--- src/rtl/sram_arb_ctrl_if.sv ---
// Requester and macro-side signal bundle for sram_arb_ctrl.
// slave: controller view. master: host/test logic plus the macro.
interface sram_arb_ctrl_if #(
  parameter int DATA_WIDTH  = 4,
  parameter int ADDR_WIDTH  = 6,
  parameter int WMASK_WIDTH = 2
);
  logic                   r0_valid, r0_ready, r0_we, r0_rvalid;
  logic [WMASK_WIDTH-1:0] r0_wmask;
  logic [ADDR_WIDTH-1:0]  r0_addr;
  logic [DATA_WIDTH-1:0]  r0_din, r0_rdata;

  logic                   r1_valid, r1_ready, r1_we, r1_rvalid;
  logic [WMASK_WIDTH-1:0] r1_wmask;
  logic [ADDR_WIDTH-1:0]  r1_addr;
  logic [DATA_WIDTH-1:0]  r1_din, r1_rdata;

  logic                   mem_we;
  logic [WMASK_WIDTH-1:0] mem_wmask;
  logic [ADDR_WIDTH-1:0]  mem_addr;
  logic [DATA_WIDTH-1:0]  mem_din, mem_dout;
  logic                   busy;

  modport slave (
    input  r0_valid, r0_we, r0_wmask, r0_addr, r0_din,
    input  r1_valid, r1_we, r1_wmask, r1_addr, r1_din,
    input  mem_dout,
    output r0_ready, r0_rvalid, r0_rdata,
    output r1_ready, r1_rvalid, r1_rdata,
    output mem_we, mem_wmask, mem_addr, mem_din, busy
  );

  modport master (
    output r0_valid, r0_we, r0_wmask, r0_addr, r0_din,
    output r1_valid, r1_we, r1_wmask, r1_addr, r1_din,
    output mem_dout,
    input  r0_ready, r0_rvalid, r0_rdata,
    input  r1_ready, r1_rvalid, r1_rdata,
    input  mem_we, mem_wmask, mem_addr, mem_din, busy
  );
endinterface

--- src/rtl/sram_arb_ctrl.sv ---
// Two-requester round-robin arbiter / sequencer for one sram22 macro port.
// Reads return one cycle after acceptance on the originating requester.
// Optional feature: define SRAM_ARB_CLEAR_EN to zero the whole macro after
// every reset before requests are accepted (busy high meanwhile).
module sram_arb_ctrl #(
  parameter int DATA_WIDTH  = 4,
  parameter int ADDR_WIDTH  = 6,
  parameter int WMASK_WIDTH = 2,
  parameter int RAM_DEPTH   = 1 << ADDR_WIDTH
) (
  input logic          clock,
  input logic          reset,
  sram_arb_ctrl_if.slave bus
);

  logic                   run;
  logic                   gnt0, gnt1;
  logic                   last_grant;
  logic [ADDR_WIDTH-1:0]  addr_q;
  logic                   pend_valid, pend_id;
  logic                   m_we;
  logic [WMASK_WIDTH-1:0] m_wmask;
  logic [ADDR_WIDTH-1:0]  m_addr;
  logic [DATA_WIDTH-1:0]  m_din;

`ifdef SRAM_ARB_CLEAR_EN
  typedef enum logic {ST_CLEAR, ST_RUN} state_t;

  localparam logic [ADDR_WIDTH-1:0] LAST_WORD = ADDR_WIDTH'(RAM_DEPTH - 1);

  state_t                state, state_nxt;
  logic [ADDR_WIDTH-1:0] clr_cnt, clr_cnt_nxt;
  logic                  clearing;

  // State and clear counter; reset always restarts the sweep at word 0.
  always_ff @(posedge clock) begin
    if (reset) begin
      state   <= ST_CLEAR;
      clr_cnt <= '0;
    end else begin
      state   <= state_nxt;
      clr_cnt <= clr_cnt_nxt;
    end
  end

  // Sweep one word per cycle, then hand over to normal arbitration.
  always_comb begin
    state_nxt   = state;
    clr_cnt_nxt = clr_cnt;
    clearing    = 1'b0;
    run         = 1'b0;
    case (state)
      ST_CLEAR: begin
        clearing    = !reset;
        clr_cnt_nxt = clr_cnt + 1'b1;
        if (clr_cnt == LAST_WORD) state_nxt = ST_RUN;
      end
      ST_RUN:   run = !reset;
      default:  state_nxt = ST_CLEAR;
    endcase
  end

  assign bus.busy = clearing;
`else
  assign run      = !reset;
  assign bus.busy = 1'b0;
`endif

  // Round robin: a lone requester wins; on conflict the one not served last.
  assign gnt0 = run && bus.r0_valid && (!bus.r1_valid || last_grant);
  assign gnt1 = run && bus.r1_valid && (!bus.r0_valid || !last_grant);

  assign bus.r0_ready = gnt0;
  assign bus.r1_ready = gnt1;

  // Macro drive: granted request passes straight through; idle holds address.
  always_comb begin
    m_we    = 1'b0;
    m_wmask = '0;
    m_addr  = addr_q;
    m_din   = '0;
    if (gnt0) begin
      m_we    = bus.r0_we;
      m_wmask = bus.r0_wmask;
      m_addr  = bus.r0_addr;
      m_din   = bus.r0_din;
    end else if (gnt1) begin
      m_we    = bus.r1_we;
      m_wmask = bus.r1_wmask;
      m_addr  = bus.r1_addr;
      m_din   = bus.r1_din;
    end
`ifdef SRAM_ARB_CLEAR_EN
    if (clearing) begin
      m_we    = 1'b1;
      m_wmask = '1;
      m_addr  = clr_cnt;
      m_din   = '0;
    end
`endif
  end

  assign bus.mem_we    = m_we;
  assign bus.mem_wmask = m_wmask;
  assign bus.mem_addr  = m_addr;
  assign bus.mem_din   = m_din;

  // Grant history, held address and the one-deep read-return tag.
  always_ff @(posedge clock) begin
    if (reset) begin
      last_grant <= 1'b1;
      addr_q     <= '0;
      pend_valid <= 1'b0;
      pend_id    <= 1'b0;
    end else begin
      if (gnt0 || gnt1) last_grant <= gnt1;
      addr_q     <= m_addr;
      pend_valid <= (gnt0 && !bus.r0_we) || (gnt1 && !bus.r1_we);
      pend_id    <= gnt1;
    end
  end

  // Macro dout is valid the cycle after the read edge; steer it to the owner.
  // Masked by reset so a read accepted just before reset never returns.
  assign bus.r0_rvalid = pend_valid && !pend_id && !reset;
  assign bus.r1_rvalid = pend_valid &&  pend_id && !reset;
  assign bus.r0_rdata  = bus.r0_rvalid ? bus.mem_dout : '0;
  assign bus.r1_rdata  = bus.r1_rvalid ? bus.mem_dout : '0;

endmodule

--- src/flat_wrapper.sv ---
// flat-port wrapper written by rule: the top's interface ports become plain ports
module sram_arb_ctrl_flat 
#(
  parameter int DATA_WIDTH  = 4,
  parameter int ADDR_WIDTH  = 6,
  parameter int WMASK_WIDTH = 2,
  parameter int RAM_DEPTH   = 1 << ADDR_WIDTH
)
  (clock, reset, bus_r0_valid, bus_r0_we, bus_r0_wmask, bus_r0_addr, bus_r0_din, bus_r1_valid, bus_r1_we, bus_r1_wmask, bus_r1_addr, bus_r1_din, bus_mem_dout, bus_r0_ready, bus_r0_rvalid, bus_r0_rdata, bus_r1_ready, bus_r1_rvalid, bus_r1_rdata, bus_mem_we, bus_mem_wmask, bus_mem_addr, bus_mem_din, bus_busy);
  sram_arb_ctrl_if #(.DATA_WIDTH(DATA_WIDTH), .ADDR_WIDTH(ADDR_WIDTH), .WMASK_WIDTH(WMASK_WIDTH)) bus_i ();
  input logic clock;
  input logic reset;
  input wire logic [$bits(bus_i.r0_valid)-1:0] bus_r0_valid;
  input wire logic [$bits(bus_i.r0_we)-1:0] bus_r0_we;
  input wire logic [$bits(bus_i.r0_wmask)-1:0] bus_r0_wmask;
  input wire logic [$bits(bus_i.r0_addr)-1:0] bus_r0_addr;
  input wire logic [$bits(bus_i.r0_din)-1:0] bus_r0_din;
  input wire logic [$bits(bus_i.r1_valid)-1:0] bus_r1_valid;
  input wire logic [$bits(bus_i.r1_we)-1:0] bus_r1_we;
  input wire logic [$bits(bus_i.r1_wmask)-1:0] bus_r1_wmask;
  input wire logic [$bits(bus_i.r1_addr)-1:0] bus_r1_addr;
  input wire logic [$bits(bus_i.r1_din)-1:0] bus_r1_din;
  input wire logic [$bits(bus_i.mem_dout)-1:0] bus_mem_dout;
  output wire logic [$bits(bus_i.r0_ready)-1:0] bus_r0_ready;
  output wire logic [$bits(bus_i.r0_rvalid)-1:0] bus_r0_rvalid;
  output wire logic [$bits(bus_i.r0_rdata)-1:0] bus_r0_rdata;
  output wire logic [$bits(bus_i.r1_ready)-1:0] bus_r1_ready;
  output wire logic [$bits(bus_i.r1_rvalid)-1:0] bus_r1_rvalid;
  output wire logic [$bits(bus_i.r1_rdata)-1:0] bus_r1_rdata;
  output wire logic [$bits(bus_i.mem_we)-1:0] bus_mem_we;
  output wire logic [$bits(bus_i.mem_wmask)-1:0] bus_mem_wmask;
  output wire logic [$bits(bus_i.mem_addr)-1:0] bus_mem_addr;
  output wire logic [$bits(bus_i.mem_din)-1:0] bus_mem_din;
  output wire logic [$bits(bus_i.busy)-1:0] bus_busy;
  assign bus_i.r0_valid = bus_r0_valid;
  assign bus_i.r0_we = bus_r0_we;
  assign bus_i.r0_wmask = bus_r0_wmask;
  assign bus_i.r0_addr = bus_r0_addr;
  assign bus_i.r0_din = bus_r0_din;
  assign bus_i.r1_valid = bus_r1_valid;
  assign bus_i.r1_we = bus_r1_we;
  assign bus_i.r1_wmask = bus_r1_wmask;
  assign bus_i.r1_addr = bus_r1_addr;
  assign bus_i.r1_din = bus_r1_din;
  assign bus_i.mem_dout = bus_mem_dout;
  assign bus_r0_ready = bus_i.r0_ready;
  assign bus_r0_rvalid = bus_i.r0_rvalid;
  assign bus_r0_rdata = bus_i.r0_rdata;
  assign bus_r1_ready = bus_i.r1_ready;
  assign bus_r1_rvalid = bus_i.r1_rvalid;
  assign bus_r1_rdata = bus_i.r1_rdata;
  assign bus_mem_we = bus_i.mem_we;
  assign bus_mem_wmask = bus_i.mem_wmask;
  assign bus_mem_addr = bus_i.mem_addr;
  assign bus_mem_din = bus_i.mem_din;
  assign bus_busy = bus_i.busy;
  sram_arb_ctrl #(.DATA_WIDTH(DATA_WIDTH), .ADDR_WIDTH(ADDR_WIDTH), .WMASK_WIDTH(WMASK_WIDTH), .RAM_DEPTH(RAM_DEPTH)) u_core (.clock(clock), .reset(reset), .bus(bus_i));
endmodule
--- config.mk ---
export PLATFORM = sky130hd
export DESIGN_NAME = sram_arb_ctrl_flat
export DESIGN_NICKNAME = d
export VERILOG_FILES = /design/src/rtl/sram_arb_ctrl_if.sv /design/src/rtl/sram_arb_ctrl.sv /design/src/flat_wrapper.sv
export SDC_FILE = /design/constraint.sdc
export NUM_CORES = 1
export LEC_CHECK = 0
export ABC_AREA = 1
export CELL_PAD_IN_SITES_DETAIL_PLACEMENT = 0
export CELL_PAD_IN_SITES_GLOBAL_PLACEMENT = 1
export CORE_MARGIN = 5
export CORE_UTILIZATION = 17
export CTS_BUF_LIST = sky130_fd_sc_hd__clkbuf_16
export CTS_CLUSTER_SIZE = 40
export DETAILED_ROUTE_END_ITERATION = 7
export PLACE_DENSITY = 0.79
export SLEW_MARGIN = 10
export SYNTH_ARGS = -nofsm -noshare
export SYNTH_HDL_FRONTEND = slang
export SYNTH_SLANG_ARGS = --single-unit
export TNS_END_PERCENT = 30
--- constraint.sdc ---
create_clock -name clock -period 1.25 [get_ports clock]
set_input_delay 0.3125 -clock clock [delete_from_list [all_inputs] [get_ports clock]]
set_output_delay 0.3125 -clock clock [all_outputs]
set_load 0.05 [all_outputs]
==> flow_summary.yaml, run 1 <==
run_status:
  status: "finished, violations left"
  violations: "negative setup slack"
synthesis:
  synth_area_leaders: "dfxtp_1, nand2_1, inv_1"
  yosysUniqueCellTypes: 20
  synth.most_common_cell: "nand2_1"
  yosys-top-cells-count: "nand2_1, inv_1, nor2_1"
  synth_warnings: 0
  synth_cells: 111
  synth_flop_cell: "dfxtp_1"
  synth_top_area_share_pct: 26.42
  ys_ff_latch: 9
  synth_area_um2: 681.9
  yosysTopAreaCell: "dfxtp_1"
  mappedNetlistNets: 145
  synth_enable_flop_cells: 0
  ys_seq_area_share_pct: 26.42
  synthArstFlopShare_pct: 0
  synth.avg_cell_area_um2: 6.143
clocking:
  htreeDepth: 1
  cts_tree: "built"
  clk_latency_ns: 0.23
  cts.reportedPaths.clkPinSlew_ns: 0.04
  clock_path_buffers: 2
  root_buffer: "clkbuf_16"
  hold_buffers: 0
  cts_buffers: 3
  clock-sinks: 9
power:
  p_leak_uw: 0.0009398
  peakVddDrop_mv: 0.6779
  power_density_nw_per_um2: 875.7
  power.total_uw: 1755
critical_path:
  worstPathRequired_ns: 0.94
  r2r_slack_ns: -0.27
  worstSetupStartpoint: "u_core.last_grant"
  start_kind: "flip-flop"
  rr_startpoint: "u_core.last_grant"
  critical_path_class: "reg2out"
  r2r-end: "u_core.addr_q[2]"
  crit_arrival_ns: 1.35
  worstSetupEndpoint: "bus_mem_addr[3]"
  cp_max_fo: 7
  cp-end-kind: "primary output"
  r2r_cells: 11
final_layout:
  post-route-util_pct: 50.84
  final_layout_size_suffix_gt1_share_pct: 55.90
  num-nets-final: 230
  finalInstanceArea_um2: 2004
  antenna_cells: 0
  area_delta_synth_final_pct: 193.9
  fin_cells: 245
placed_design:
  placed_cell_area_um2: 1770
  dp_cells: 234
  gp_congestion: 0.7645
  post-dp-hpwl_um: 2136
  io_buffers: 58
floorplanning:
  core_um2: 3943
  initial_utilization_pct: 17.30
  die_height_um: 73.34
  dieArea_um2: 5378
  num_io_pins: 60
  rows: 23
  die_x_um: 73.34
detailed_routing:
  vias: 966
  wl_per_cell_um: 10.71
  firstDrtPassIters: 3
  via_per_inst: 3.943
  ant_nets: 0
  routed_wl_um: 2624
  drt_iter0_drc: 6
  drc_errors: 0
sta:
  skew_ns: 0.001450
  worst_slack_ns: -0.4095
  period_needed_ns: 1.660
  period_share_pct: 132.8
  drv_slew: 0
  fmax_mhz: 602.6
  hold_viol_final: 0
  grt_setup_unrepaired: "true"
  report.final.setup_viol: 26
  fin_tns_setup_ns: -8.165
run:
  cap_violations: 0
global_routing:
  antenna_found_initial: 0
  grt_usage_pct: 10.26
  grt_pass1_vias: 984
  grt.overflow.total: 0
  grt_pass1_wl_um: 4257
  grt_max_degree: 9
min_path:
  hp-class: "reg2reg"
-- critical path, stage by stage, from the launching register on --
cell and delay [ns]:
dfxtp_2 0.33, inv_2 0.05, nand2_4 0.06, nand3_4 0.17
buf_6 0.19, nand3_2 0.06, nand2_2 0.06, inv_2 0.06
buf_12 0.13
-- cell usage in the layout, fill, tap and decap left out, drive strengths merged --
| cell | n |
|---|---|
| conb | 1 |
| clkdlybuf4s50 | 30 |
| clkbuf | 3 |
| nor2 | 14 |
| o22ai | 1 |
| inv | 26 |
| nand4 | 6 |
| clkdlybuf4s15 | 3 |
| nand3 | 9 |
| a31oi | 1 |
| nand2 | 41 |
| dfxtp | 9 |
| nor3 | 1 |
| buf | 50 |
-- kinds of logic after synthesis --
family	share of synthesized area, %
other	0.5499
AND/OR/NAND/NOR	49.73
buffers and inverters	21.47
AO/OA/AOI/OAI	1.836
flip-flops	26.42
-- metal layers --
metal | GRT usage (%) | share of wire, % | vias to the layer above
met3 | 3.146 | 8.0 | 2
met5 | 0 | 0 | -
met2 | 19.96 | 55 | 31
li1 | - | - | 502
met4 | 3.018 | 0.57 | 0
met1 | 10.31 | 36 | 431
-- metrics by stage --
stage          setup WS (ns)  hold slack (ns)
2_1_floorplan        -0.4710           0.4200
3_3_place_gp         -0.7180           0.5463
3_5_place_dp         -0.7646           0.5471
4_1_cts              -0.4224           0.5022
5_1_grt              -0.5048           0.5333
6_report             -0.4095           0.5007
-- power breakdown --
group          internal [uW]  switching [uW]  total (uW)  leakage (uW)
logic                    444             435         879      0.000823
clock network            417             133         551     0.0000423
registers                314            11.7         326     0.0000743
-- registers in the layout, indices dropped and copies added (netlist names) --
name,cells
u_core.addr_q,6
u_core.last_grant,1
u_core.pend_id,1
u_core.pend_valid,1
-- worst min path at each step --
stage | startpoint | endpoint | slack [ns] | depth (start not counted)
floorplan | bus_r0_we | u_core.pend_valid | 0.42 | 1
global placement | u_core.last_grant | u_core.last_grant | 0.55 | 2
detailed placement | u_core.last_grant | u_core.last_grant | 0.55 | 2
CTS | u_core.last_grant | u_core.last_grant | 0.50 | 2
global route | u_core.last_grant | u_core.last_grant | 0.53 | 2
finish | u_core.last_grant | u_core.last_grant | 0.50 | 2
-- what timing repair did --
| action | in CTS | in global routing |
|---|---|---|
| gates resized for setup | 40 | 8 |
| gates cloned | 1 | 0 |
| endpoints found under the setup margin | 33 | 28 |
| setup buffers | 6 | 1 |
| pin swaps | 13 | 9 |
-- cell type report --
type / count / area [um2]
clock buffers: 3 / 75.07
clock inverters: 1 / 3.754
fillers: 350 / 1938
inverters: 24 / 112.6
multi-input cells: 74 / 519.2
flip-flops and latches: 9 / 181.4
well taps: 50 / 62.56
repair buffers: 83 / 1041
repair inverters: 1 / 8.758
(Power assumes the default switching activity.)
==> inputs of run 2 (changes only) <==
Settings changed: PLACE_DENSITY 0.79 to 0.72.
==> run 2 against run 1 <==
  * The flow still finishes with violations (negative setup slack)
  * Global-route usage up 0.82 points
  * Routed wire length increased by 6.6%
  * Sequential share of layout area is 0.056 points higher
  * Largest cell class unchanged
  * Highest routed layer unchanged
==> flow_summary.yaml, run 2 (synthesis results as in run 1) <==
final_layout:
  post-route-util_pct: 51.92
  final_layout_size_suffix_gt1_share_pct: 58.08
  largest_reg_flops: 6
  antenna_cells: 0
  regMostFlops: "u_core.addr_q"
  final_common_cell: "clkdlybuf4s50_1"
  num-nets-final: 233
  final_cell_mix: "clkdlybuf4s50_1, buf_12, nand2_1, buf_4"
  area_delta_synth_final_pct: 200.2
power:
  power_frac_comb_pct: 50.0
  p_sw_share_pct: 33.54
  p_switching_uw: 594.1
  peakVddDrop_mv: 0.6791
  p_leak_uw: 0.0009525
  power.internal_uw: 1177
  seqPwrFrac_pct: 18.4
  power.share.clock_pct: 31.5
  power_density_nw_per_um2: 865.2
critical_path:
  path_cells: "inv_2 > nand2_4 > nand3_4 > buf_6 > nand3_2 > nand2_2 > inv_2 > buf_12"
  r2r_cells: 9
  crit_arrival_ns: 1.36
  worstPathRequired_ns: 0.94
  cp-end-kind: "primary output"
  critical_path_class: "reg2out"
  start_kind: "flip-flop"
  cpMaxStageDelayCell: "dfxtp_2"
  cp_common_cell: "inv_2"
  critical_path.max_stage_delay_ns: 0.33
  cp_max_fo: 5
floorplanning:
  die_height_um: 73.34
  initial_utilization_pct: 17.30
  dieArea_um2: 5378
  core_um2: 3943
  die_x_um: 73.34
  num_io_pins: 60
  rows: 23
sta:
  period_needed_ns: 1.672
  report.final.setup_viol: 26
  worst_slack_ns: -0.4225
  hold_viol_final: 0
  skew_ns: 0.0005283
  holdWs_ns: 0.4273
  drv_slew: 0
  fmax_mhz: 597.9
  period_share_pct: 133.8
  grt_setup_unrepaired: "true"
global_routing:
  grt_max_degree: 9
  antenna_found_initial: 0
  grt_usage_pct: 11.09
  grt_pass1_vias: 1044
  grt.overflow.total: 0
  grt_pass1_wl_um: 4602
detailed_routing:
  wl_per_cell_um: 11.28
  drt_iter0_drc: 11
  via_per_inst: 4.028
  ant_nets: 0
  firstDrtPassIters: 4
  vias: 999
  drc_errors: 0
  routed_wl_um: 2797
clocking:
  clk_latency_ns: 0.24
  htreeDepth: 1
  cts.reportedPaths.clkPinSlew_ns: 0.04
  cts_buffers: 3
  cts_tree: "built"
  root_buffer: "clkbuf_16"
  clock_path_buffers: 2
  clock-sinks: 9
placed_design:
  dp_slack_ns: -0.7274
  gp_congestion: 0.7989
  post-dp-hpwl_um: 2167
  io_buffers: 58
min_path:
  hp-class: "in2reg"
  hold_depth: 3
run_status:
  status: "finished, violations left"
  violations: "negative setup slack"
run:
  cap_violations: 0
==> run 2: cell count changes in the layout (fill, tap and decap cells not counted), moves of 3 or more <==
| cell | before | now |
|---|---|---|
| buf_4 | 20 | 24 |
| inv_1 | 14 | 10 |
| nand2_1 | 17 | 24 |
| nor2_4 | 4 | 7 |
| inv_2 | 7 | 11 |
| nand2_2 | 18 | 11 |
| nor2_1 | 6 | 3 |
==> run 2: cell type report <==
cell class	instances	area (um2)
clock buffers	3	75.07
clock inverters	1	3.754
fillers	363	1896
inverters	24	115.1
multi-input cells	74	544.3
flip-flops and latches	9	186.4
well taps	50	62.56
repair buffers	86	1051
repair inverters	1	8.758
==> run 2: layer usage <==
metal  vias up  share of wire [%]  track usage (%)
li1        506                  -                -
met1       453                 34            10.40
met2        33                 59            22.24
met3         7                6.4            3.010
met4         0                1.4            4.225
met5         -                  0                0
==> run 2: power groups by stage <==
stage          registers [uW]  logic (uW)  clock network (uW)
3_3_place_gp              327         793                   0
6_report                  327         886                 558
5_1_grt                   328         937                 583
3_5_place_dp              327         800                   0
2_1_floorplan             325         382                   0
4_1_cts                   326         897                 566
==> run 2: final timing paths <==
| kind | end | slack (ns) | from |
|---|---|---|---|
| hold reg to reg | u_core.last_grant | 0.60 | u_core.last_grant |
| setup / recovery | bus_mem_addr[1] | -0.42 | u_core.last_grant |
| hold / removal | u_core.addr_q[1] | 0.43 | reset |
| setup reg to reg | u_core.addr_q[2] | -0.02 | u_core.last_grant |
==> run 2: worst max-delay path, delay by kind of cell (launching register included) <==
family,cells,cell delay (ns)
buffers and inverters,4,0.44
flip-flops,1,0.33
AND/OR/NAND/NOR,4,0.35
==> run 2: timing repair <==
item / 4_1_cts / 5_1_grt
gates cloned: 1 / 0
pin swaps: 12 / 8
resized for setup: 55 / 8
hold buffers: 0 / 0
endpoints found under the setup margin: 32 / 27
buffers inserted: 10 / 3
==> run 2: per-stage QoR <==
step	TNS (ns)	total power [uW]	std cells	instance area (um2)
floorplan	-6.592	706.5	111	793.3
global placement	-18.96	1119	234	1770
detailed placement	-19.51	1127	234	1770
CTS	-7.982	1789	249	2039
global route	-8.602	1848	248	2047
finish	-7.154	1771	248	2047
==> inputs of run 3 (changes only) <==
Settings changed: CAP_MARGIN set to 10, CTS_BUF_LIST sky130_fd_sc_hd__clkbuf_16 to not set.
==> run 3 against run 2 <==
  * The run still ends with negative setup slack left
  * Worst hold slack better by 0.015 ns
  * Clock power down 41%
  * Power down 11%
  * Cell area down 0.37%
  * Register-to-register slack worse by 0.39 ns
  * Fmax up 0.26%
  * Via count down 0.40%
  * Non-clock buffer count up 4
  * Utilization down 0.19 points
  * Sequential cell count unchanged
  * Critical endpoint unchanged
  * Die area unchanged
  * Sequential power about the same
==> flow_summary.yaml, run 3 (synthesis results as in run 1) <==
run_status:
  status: "finished, violations left"
  violations: "negative setup slack"
power:
  power.total_uw: 1569
  peakVddDrop_mv: 0.5719
  power_density_nw_per_um2: 769.5
  p_leak_uw: 0.0009512
final_layout:
  finalInstanceArea_um2: 2039
  regArea_um2: 186.4
  area_delta_synth_final_pct: 199.1
  final_cell_mix: "buf_4, clkdlybuf4s50_1, buf_12"
  regMostFlops: "u_core.addr_q"
  final_layout_size_suffix_gt1_share_pct: 58.91
  num-nets-final: 237
  largest_reg_flops: 6
  fillers: 363
  post-route-util_pct: 51.73
  multi_input_area_um2: 544.3
  antenna_cells: 0
  final_common_cell: "buf_4"
global_routing:
  grt_pass1_vias: 1034
  grt.overflow.total: 0
  grt_pass1_wl_um: 4478
  antenna_found_initial: 0
  grt_usage_pct: 10.66
  grt_max_degree: 9
floorplanning:
  initial_utilization_pct: 17.30
  num_io_pins: 60
  dieArea_um2: 5378
  die_height_um: 73.34
  rows: 23
  core_um2: 3943
  die_x_um: 73.34
clocking:
  htreeDepth: 1
  clock_path_buffers: 2
  cts_buffers: 3
  cts.reportedPaths.clkPinSlew_ns: 0.04
  root_buffer: "clkbuf_8"
  clk_latency_ns: 0.23
  hold_buffers: 0
  cts_tree: "built"
  clock-sinks: 9
placed_design:
  placed_cell_area_um2: 1770
  post-dp-hpwl_um: 2167
  io_buffers: 58
  gp_congestion: 0.7989
sta:
  report.final.setup_viol: 27
  hold_viol_final: 0
  period_share_pct: 133.5
  fmax_mhz: 599.4
  drv_slew: 0
  holdWs_ns: 0.4418
  worst_slack_ns: -0.4182
  period_needed_ns: 1.668
  grt_setup_unrepaired: "true"
  skew_ns: 0.001791
run:
  cap_violations: 0
detailed_routing:
  firstDrtPassIters: 2
  wl_per_cell_um: 11.08
  via_per_inst: 3.948
  routed_wl_um: 2793
  vias: 995
  ant_nets: 0
  drc_errors: 0
  drt_iter0_drc: 11
min_path:
  hp-class: "in2reg"
  hold_depth: 3
  whs_endpoint: "u_core.addr_q[4]"
  hold_path_startpoint: "reset"
critical_path:
  rr_startpoint: "u_core.last_grant"
  cpMaxStageDelayCell: "dfxtp_2"
  path_cells: "inv_2 > nand2_4 > nand3_4 > buf_6 > nand3_2 > nand2_2 > inv_2 > buf_12"
  r2r_slack_ns: -0.41
  r2r-end: "u_core.addr_q[1]"
  r2r_cells: 12
  cp_common_cell: "inv_2"
  cp_top_family: "buffers and inverters"
  critical_path_class: "reg2out"
  crit_arrival_ns: 1.36
  worstPathRequired_ns: 0.94
  cp_max_fo: 5
  critical_path.max_stage_delay_ns: 0.34
  cp-end-kind: "primary output"
  start_kind: "flip-flop"
  cp_num_buf_inv: 4
## run 3: final cells by class
type | instances | share of cell area (%)
clock buffer | 4 | 2.209
inverter | 24 | 5.644
multi-input combinational | 74 | 26.69
sequential | 9 | 9.141
tap | 50 | 3.067
timing repair buffer | 90 | 52.82
timing repair inverter | 1 | 0.4294
## run 3: layer usage
| layer | global-route usage, % | routed length (um) | vias to the layer above |
|---|---|---|---|
| met5 | 0 | 0 | - |
| met4 | 2.414 | 20 | 0 |
| met3 | 2.326 | 165 | 4 |
| met2 | 22.24 | 1646 | 28 |
| met1 | 10.32 | 960 | 445 |
| li1 | - | - | 518 |
## run 3: power by group
| group | internal (uW) | switching, uW | leakage [uW] | total (uW) |
|---|---|---|---|---|
| Clock | 222 | 109 | 0.0000228 | 330 |
| Sequential | 313 | 13.6 | 0.0000753 | 327 |
| Combinational | 467 | 446 | 0.000853 | 912 |
## run 3: worst reg2reg max path, stage by stage, from the launching register on
cell,delay (ns)
dfxtp_2,0.34
inv_2,0.05
nand2_4,0.06
nand3_4,0.15
buf_6,0.19
nand3_2,0.07
nand2_2,0.07
buf_4,0.13
buf_4,0.12
buf_4,0.12
buf_4,0.12
buf_4,0.12
nor2_2,0.07
## run 3: worst max path at each step
stage                            from               to  slack (ns)  cells past startpoint
floorplan                       reset  bus_r0_rdata[0]       -0.47                      4
global placement         bus_r1_valid  bus_mem_addr[5]       -0.71                      8
detailed placement       bus_r1_valid  bus_mem_addr[5]       -0.73                      8
CTS                 u_core.last_grant  bus_mem_addr[0]       -0.41                      8
global route        u_core.last_grant  bus_mem_addr[1]       -0.47                      8
finish              u_core.last_grant  bus_mem_addr[1]       -0.42                      8
## run 3: metrics by stage
stage / setup slack (ns) / TNS [ns] / std cells
2_1_floorplan: -0.4710 / -6.592 / 111
3_3_place_gp: -0.7145 / -18.96 / 234
3_5_place_dp: -0.7274 / -19.51 / 234
4_1_cts: -0.4109 / -7.671 / 249
5_1_grt: -0.4670 / -8.994 / 252
6_report: -0.4182 / -7.360 / 252
## run 3: repair_timing
| item | 4_1_cts | 5_1_grt |
|---|---|---|
| pin swaps | 19 | 7 |
| cloned | 1 | 0 |
| gates resized for setup | 58 | 4 |
| buffers inserted | 10 | 3 |
| setup endpoints to repair | 32 | 29 |
